**config.mk**
```make
export PLATFORM = sky130hd
export DESIGN_NAME = serial_add_ctrl
export DESIGN_NICKNAME = d
export VERILOG_FILES = /design/src/rtl/serial_add_ctrl_pkg.sv /design/src/rtl/serial_add_ctrl_fa_bit.sv /design/src/rtl/serial_add_ctrl.sv
export SDC_FILE = /design/constraint.sdc
export NUM_CORES = 1
export LEC_CHECK = 0
export CAP_MARGIN = 0
export CORE_MARGIN = 8
export CORE_UTILIZATION = 55
export CTS_BUF_LIST = sky130_fd_sc_hd__clkbuf_4
export CTS_CLUSTER_DIAMETER = 120
export DETAILED_ROUTE_END_ITERATION = 12
export PLACE_DENSITY = 0.89
export SETUP_SLACK_MARGIN = 0.5
export SYNTH_ARGS = -nofsm -noshare
export SYNTH_HDL_FRONTEND = slang
export SYNTH_SLANG_ARGS = --single-unit
```
**constraint.sdc**
```tcl
create_clock -name i_clk -period 2.6 [get_ports i_clk]
set_clock_uncertainty 0.1 [all_clocks]
set_input_delay 0.39 -clock i_clk [delete_from_list [all_inputs] [get_ports i_clk]]
set_output_delay 0.39 -clock i_clk [all_outputs]
set_load 0.01 [all_outputs]
```
**src/rtl/serial_add_ctrl_pkg.sv**
```systemverilog
// Shared state encoding for the bit-serial adder controller.
package serial_add_pkg;

    localparam int unsigned STATE_W = 2;

    // 2'b11 is unused; the FSM falls back to ST_IDLE if it is ever reached.
    typedef enum logic [STATE_W-1:0] {
        ST_IDLE = 2'b00,
        ST_RUN  = 2'b01,
        ST_DONE = 2'b10
    } state_e;

endpackage

```
**src/rtl/serial_add_ctrl_fa_bit.sv**
```systemverilog
// Single full-adder cell, time-shared across all bit positions by the controller.
module fa_bit (
    input  logic i_a,
    input  logic i_b,
    input  logic i_c,
    output logic o_s,
    output logic o_co
);

    // Sum and majority carry
    always_comb begin
        o_s  = i_a ^ i_b ^ i_c;
        o_co = (i_a & i_b) | (i_a & i_c) | (i_b & i_c);
    end

endmodule

```
**src/rtl/serial_add_ctrl.sv**
```systemverilog
// Bit-serial adder: one fa_bit cell, one bit per clock, LSB first, registered carry.
module serial_add_ctrl
    import serial_add_pkg::*;
#(
    parameter int unsigned WIDTH = 8
) (
    input  logic             i_clk,
    input  logic             i_rst_n,
    input  logic             i_in_valid,
    output logic             o_in_ready,
    input  logic [WIDTH-1:0] i_a,
    input  logic [WIDTH-1:0] i_b,
    input  logic             i_cin,
    output logic             o_out_valid,
    input  logic             i_out_ready,
    output logic [WIDTH-1:0] o_sum,
    output logic             o_cout,
    output logic             o_busy
);

    localparam int unsigned CNT_W = $clog2(WIDTH);
    localparam logic [CNT_W-1:0] LAST_BIT = CNT_W'(WIDTH - 1);

    state_e           r_state;
    state_e           w_state_d;
    logic [WIDTH-1:0] r_a_sr;
    logic [WIDTH-1:0] w_a_sr_d;
    logic [WIDTH-1:0] r_b_sr;
    logic [WIDTH-1:0] w_b_sr_d;
    logic [WIDTH-1:0] r_sum;
    logic [WIDTH-1:0] w_sum_d;
    logic             r_carry;
    logic             w_carry_d;
    logic [CNT_W-1:0] r_cnt;
    logic [CNT_W-1:0] w_cnt_d;
    logic             w_s;
    logic             w_co;

    fa_bit u_fa_bit (
        .i_a  (r_a_sr[0]),
        .i_b  (r_b_sr[0]),
        .i_c  (r_carry),
        .o_s  (w_s),
        .o_co (w_co)
    );

    // State, datapath shift registers, carry and bit counter
    always_ff @(posedge i_clk or negedge i_rst_n) begin
        if (!i_rst_n) begin
            r_state <= ST_IDLE;
            r_a_sr  <= '0;
            r_b_sr  <= '0;
            r_sum   <= '0;
            r_carry <= 1'b0;
            r_cnt   <= '0;
        end else begin
            r_state <= w_state_d;
            r_a_sr  <= w_a_sr_d;
            r_b_sr  <= w_b_sr_d;
            r_sum   <= w_sum_d;
            r_carry <= w_carry_d;
            r_cnt   <= w_cnt_d;
        end
    end

    // Next-state and datapath update; everything holds unless a state acts on it
    always_comb begin
        w_state_d = r_state;
        w_a_sr_d  = r_a_sr;
        w_b_sr_d  = r_b_sr;
        w_sum_d   = r_sum;
        w_carry_d = r_carry;
        w_cnt_d   = r_cnt;
        case (r_state)
            ST_IDLE: begin
                if (i_in_valid) begin
                    w_a_sr_d  = i_a;
                    w_b_sr_d  = i_b;
                    w_carry_d = i_cin;
                    w_cnt_d   = '0;
                    w_state_d = ST_RUN;
                end
            end
            ST_RUN: begin
                w_sum_d   = {w_s, r_sum[WIDTH-1:1]};
                w_a_sr_d  = {1'b0, r_a_sr[WIDTH-1:1]};
                w_b_sr_d  = {1'b0, r_b_sr[WIDTH-1:1]};
                w_carry_d = w_co;
                if (r_cnt == LAST_BIT) begin
                    // Park the counter at zero so it never passes WIDTH-1
                    w_cnt_d   = '0;
                    w_state_d = ST_DONE;
                end else begin
                    w_cnt_d = r_cnt + CNT_W'(1);
                end
            end
            ST_DONE: begin
                if (i_out_ready) begin
                    w_state_d = ST_IDLE;
                end
            end
            default: begin
                w_state_d = ST_IDLE;
            end
        endcase
    end

    // Handshake and status outputs decoded from state
    always_comb begin
        o_in_ready  = (r_state == ST_IDLE);
        o_out_valid = (r_state == ST_DONE);
        o_busy      = (r_state == ST_RUN);
        o_sum       = r_sum;
        o_cout      = r_carry;
    end

endmodule
```
**Yosys cells after proc, flatten, opt, wreduce, memory -nomap -nowiden**

Index checks and enable logic that the tools add are counted.

- Add/sub/neg operators: 1
- Equal/unequal tests: 6
- Multiplexer cells: 13
- Bitwise logic cells: 7
- Reductions and logical operators: 4

Operator list:

| kind | number |
|---|---|
| $pmux 8 s2 | 2 |
| $mux 8 | 2 |
| $mux 2 | 3 |
| $mux 3 | 2 |
| $pmux 2 s3 | 1 |
| $pmux 3 s2 | 1 |
| $ne 2x1->1 const B | 2 |
| $add 3x1->3 const B | 1 |
| $and 1x1->1 | 3 |
| $eq 3x3->1 const B | 1 |
| $reduce_and 3->1 | 1 |
| $eq 2x1->1 const B | 1 |
| $eq 2x2->1 const B | 1 |
| $logic_not 2->1 | 1 |
| $ne 2x2->1 const B | 1 |
| $or 1x1->1 | 2 |
| $pmux 1 s2 | 1 |
| $reduce_and 2->1 | 1 |
| $reduce_bool 2->1 | 1 |
| $xor 1x1->1 | 2 |
| $mux 1 | 1 |

- Flip-flop bits (word level): 30
- Input bits: 21
- Output and inout bits: 12
- Word-level logic and storage cells: 37

**Longest topological paths before layout**

- Depth after elaboration: 4
- Mapped depth: 4
- Mapped depth without buffers: 4

**Cells and area by module**

A second synthesis with hierarchy kept.

- Cell total of the unflattened synthesis: 123
- Area, all modules: 1521.5 um^2

By module, submodules not included:

| module | times used | cells each | area each (um^2) |
|---|---|---|---|
| serial_add_ctrl | 1 | 122 | 1501.4 |
| fa_bit | 1 | 1 | 20.0 |

**Worst setup path before layout**

OpenSTA, ideal clock, no wires.

- Path type: register to register
- Start point: register r_state[0]
- End point: register r_a_sr[4]
- Arrival time: 1161 ps
- Path slack: 1217 ps
- Stages on the path, launching flop included: 4
- Buffers on the path: 1
- Path through: dfrtp_1 -> buf_6 -> or4b_1 -> o221a_2

- Longest elaborated chain between the ends: 3
- Elaborated cells between the ends (all ways): 6
- Those cells by class: eq/ne (2); mux (1); reduce/logical (3)

Ends and longest elaborated chain:

| item | RTL line | text |
|---|---|---|
| from (decl) | serial_add_ctrl.sv:24 | `state_e r_state;` |
| from (signal assigned) | serial_add_ctrl.sv:57 | `r_state <= w_state_d;` |
| $eq 2x1->1 / $logic_not 2->1 (equally long branches) | serial_add_ctrl.sv:74 | `case (r_state)` |
| $reduce_bool 2->1 (no source line) / $ne 2x2->1 (equally long branches) | - |  |
| $reduce_and 2->1 (no source line) | - |  |
| to (signal assigned) | serial_add_ctrl.sv:58 | `r_a_sr <= w_a_sr_d;` |
| to (decl) | serial_add_ctrl.sv:26 | `logic [WIDTH-1:0] r_a_sr;` |

Several ways; a longest one is shown, not always the timed one.
A chain may end at the register's enable or synchronous reset.

**Worst setup path after layout**

- Start point: register r_state[0]
- End point: output o_out_valid

- Longest elaborated chain between the ends: 1

Ends and longest elaborated chain:

| item | RTL line | text |
|---|---|---|
| $eq 2x2->1 | serial_add_ctrl.sv:111 | `o_out_valid = (r_state == ST_DONE);` |
| to (decl) | serial_add_ctrl.sv:14 | `output logic o_out_valid,` |

Every way passes these cells.

==> out/qor.csv <==
stage,metric,value,unit
sta,min_period,2.04,ns
sta,maxSlewViolCount,0,
power_and_ir_drop,power.leakage,0.780,nW
synthesis,ys_types,30,
detailed_routing,first_pass_iters,4,
detailed_routing,wl_per_cell,19.1,µm
global_route,busiest_layer,met2,
worst_setup_path,worstPathCellList,and2b_1 -> clkdlybuf4s50_1,
synthesis,ys_seq_area_share,52.4,%
sta,hold_violations,0,
clocking,clock_path_buffers,2,
worst_setup_path,cp-end-kind,primary output,
global_route,grt_usage,16.3,%
synthesis,synthArstFlopShare,100,%
place,io_buffers,32,
global_route,met3_usage,7.38,%
floorplan,fp.dieH,67.1,µm
sta,setup_tns,0,ns
synthesis,yosys_most_used_dff,dfrtp_1,
worst_hold_path,holdCritPathClass,input pin to async pin,
clocking,cts_tree,yes,
synthesis,synth_compound_area_share,16.2,%
clocking,numCtsBuffers,5,
detailed_routing,drt-total-wl,3360,µm
sta,rsz0062_at_grt,false,
sta,tightest_slew,0.599,ns
power_and_ir_drop,powerDensity,1150,nW/µm²
global_route,grt_overflow,0,
synthesis,synth_fa_ha_area_share,3.14,%
synthesis,synth-xor-area-share,0,%
global_route,grt_pass1_wl,5420,µm
synthesis,synth_edf_count,0,
clocking,clkLatencyLatePin,0.33,ns
synthesis,synth_top_family_by_area,compound AO/OA/AOI/OAI gates,
place,dp_hpwl,2340,µm
synthesis,yosys.area_share.simple,15.1,%
final_layout,fin_nets,169,
global_route,grt_pass1_vias,1160,
final_layout,area_delta_synth_final,28.1,%
sta,finalSetupViolations,0,
floorplan,num_rows,18,
clocking,cts_hold_buf,0,
detailed_routing,vias,1059,
worst_setup_path,crit_fanout,4,
floorplan,pin_count,33,
sta,fin_hold_ws,0.329,ns
worst_setup_path,cpMaxStageDelayCell,clkdlybuf4s50_1,
synthesis,yosys_register_bits,30,
place,gp_congestion,0.721,
detailed_routing,drtIter0Drc,69,
synthesis,syn-instance-count,109,
floorplan,coreArea,2480,µm²
synthesis,syn_nets,133,
global_route,grtUsageMet1,17.2,%
global_route,antenna_found_initial,0,
worst_setup_path,path_class,register to primary output,
synthesis,avgSynthCellArea,13.2,µm²
global_route,use_met2,28.0,%
power_and_ir_drop,max-vdd-ir-drop,849,µV
synthesis,synthesis.area,1430,µm²
sta,slew_headroom,60.0,%
detailed_routing,drc,0,
clocking,cts.sinks,30,
worst_setup_path,worstPathRequired,2.11,ns
sta,fin_crit_sh,78.6,%
floorplan,initial_utilization,57.9,%
status,outcome,"complete, no violations",
worst_setup_path,max_stage_delay,0.54,ns
clocking,clk_pin_slew,0.10,ns
synthesis,ys_warn_count,0,
floorplan,dieArea,4500,µm²
clocking,cts-root-buf,clkbuf_4,
synthesis,synthMuxAreaShare,6.54,%
worst_setup_path,cp.arrival,1.55,ns
final_layout,antenna_cells,0,
detailed_routing,antenna_left,0,
sta,max_freq,490,MHz
clocking,cts_htree_levels,2,
flow_run,drv_cap,0,
detailed_routing,vias_per_cell,6.02,
global_route,grt_max_degree,31,
final_layout,post_route_cells_drive_above_1_share,24.7,%
worst_setup_path,cp-start-kind,register,
floorplan,fp.dieW,67.1,µm
==> placed cells by master, fill, tap and decap left out <==
cell,Yosys,layout
clkinvlp_4,0,1
nor2_1,2,1
clkinv_1,0,1
a221o_1,1,1
inv_1,7,7
or2b_1,1,1
o221a_2,9,9
fa_1,1,1
dlygate4sd2_1,0,1
or4b_1,9,9
and2b_1,1,1
clkdlybuf4s50_1,0,30
mux2_4,1,1
o21bai_2,1,1
mux2_2,7,7
a22o_1,4,4
nor2_4,0,1
and2_1,1,1
ha_1,2,2
nand2b_1,2,2
nor3b_1,5,5
a222oi_1,2,2
inv_2,1,1
buf_4,1,6
dfrtp_2,0,2
clkinv_2,0,1
a32o_1,1,1
dlymetal6s2s_1,0,1
dfrtp_1,30,28
a21oi_1,1,1
nor2b_1,2,2
a211oi_1,4,4
nor4b_1,4,4
o21ba_2,1,1
clkbuf_4,0,5
==> what timing repair did <==
item                                    4_1_cts  5_1_grt
endpoints found under the setup margin        3        1
pin swaps                                     0        0
buffers inserted                              2        0
resized for setup                             4        2
==> flip-flops by register name, summed over array words and instances (netlist names) <==
register / flops
o_cout: 1
o_sum: 8
r_a_sr: 8
r_b_sr: 8
r_cnt: 3
r_state: 2
==> per-layer routing <==
layer  share of wire [%]  up-vias
li1                    -      489
met1                  39      531
met2                  53       32
met3                 6.3        7
met4                 1.8        0
met5                   0        -
==> where the power goes <==
group          switching (mW)  internal, mW  leakage [nW]
clock                   0.162         0.100        0.0286
combinational           0.431         0.562         0.402
sequential              0.163         0.694         0.349
total                   0.756          1.36         0.780
==> cell type report <==
type                    instances  area, µm²
flip-flops and latches         30        753
fillers                       186        641
multi-input cells              62        596
repair buffers                 38        367
clock buffers                   5       37.5
well taps                      30       37.5
inverters                       8       30.0
clock inverters                 3       16.3
==> kinds of logic after synthesis <==
logic type      after synthesis
compound gates               24
simple gates                 27
fa+ha+maj                     3
buf+inv                      17
flops                        30
mux                           8
==> synth_stat cells, types with 3 or more instances <==
| library cell | n | share of area (%) |
|---|---|---|
| or4b_1 | 9 | 6.3 |
| o221a_2 | 9 | 7.1 |
| buf_6 | 3 | 2.4 |
| dfrtp_1 | 30 | 52 |
| a22o_1 | 4 | 2.4 |
| nor3b_1 | 5 | 2.6 |
| mux2_2 | 7 | 5.5 |
| a211oi_1 | 4 | 2.1 |
| nor4b_1 | 4 | 2.4 |
| buf_2 | 3 | 1.0 |
| inv_1 | 7 | 1.8 |
==> stage by stage <==
step                power [mW]  instance area (µm²)  util (%)  setup slack, ns  cells
global route              2.26                 1840      74.1            0.502    176
detailed placement        1.83                 1760      70.9            0.519    166
finish                    2.11                 1840      74.1            0.558    176
floorplan                 1.47                 1430         -             1.22    109
global placement          1.75                 1760      70.9            0.579    166
CTS                       2.11                 1830      73.8            0.484    176
==> critical path: cells and delay by family (launching register included) <==
kind,cells,cell delay [ns]
buffers and inverters,1,0.54
flip-flops,1,0.46
AND/OR/NAND/NOR,1,0.22
==> path summary, 6_finish.rpt <==
kind                            start           to  slack [ns]  cells after the start
max                        r_state[0]  o_out_valid        0.56                      2
min                           i_rst_n    r_a_sr[1]        0.33                      2
max reg2reg                r_state[1]    r_a_sr[0]        0.90                      4
min reg2reg                 r_b_sr[7]    r_b_sr[7]        0.40                      1
max in group asynchronous     i_rst_n   r_state[1]        1.78                      2
min in group i_clk          r_b_sr[7]    r_b_sr[7]        0.40                      1
Note: power is estimated with default switching activity, not from simulation.
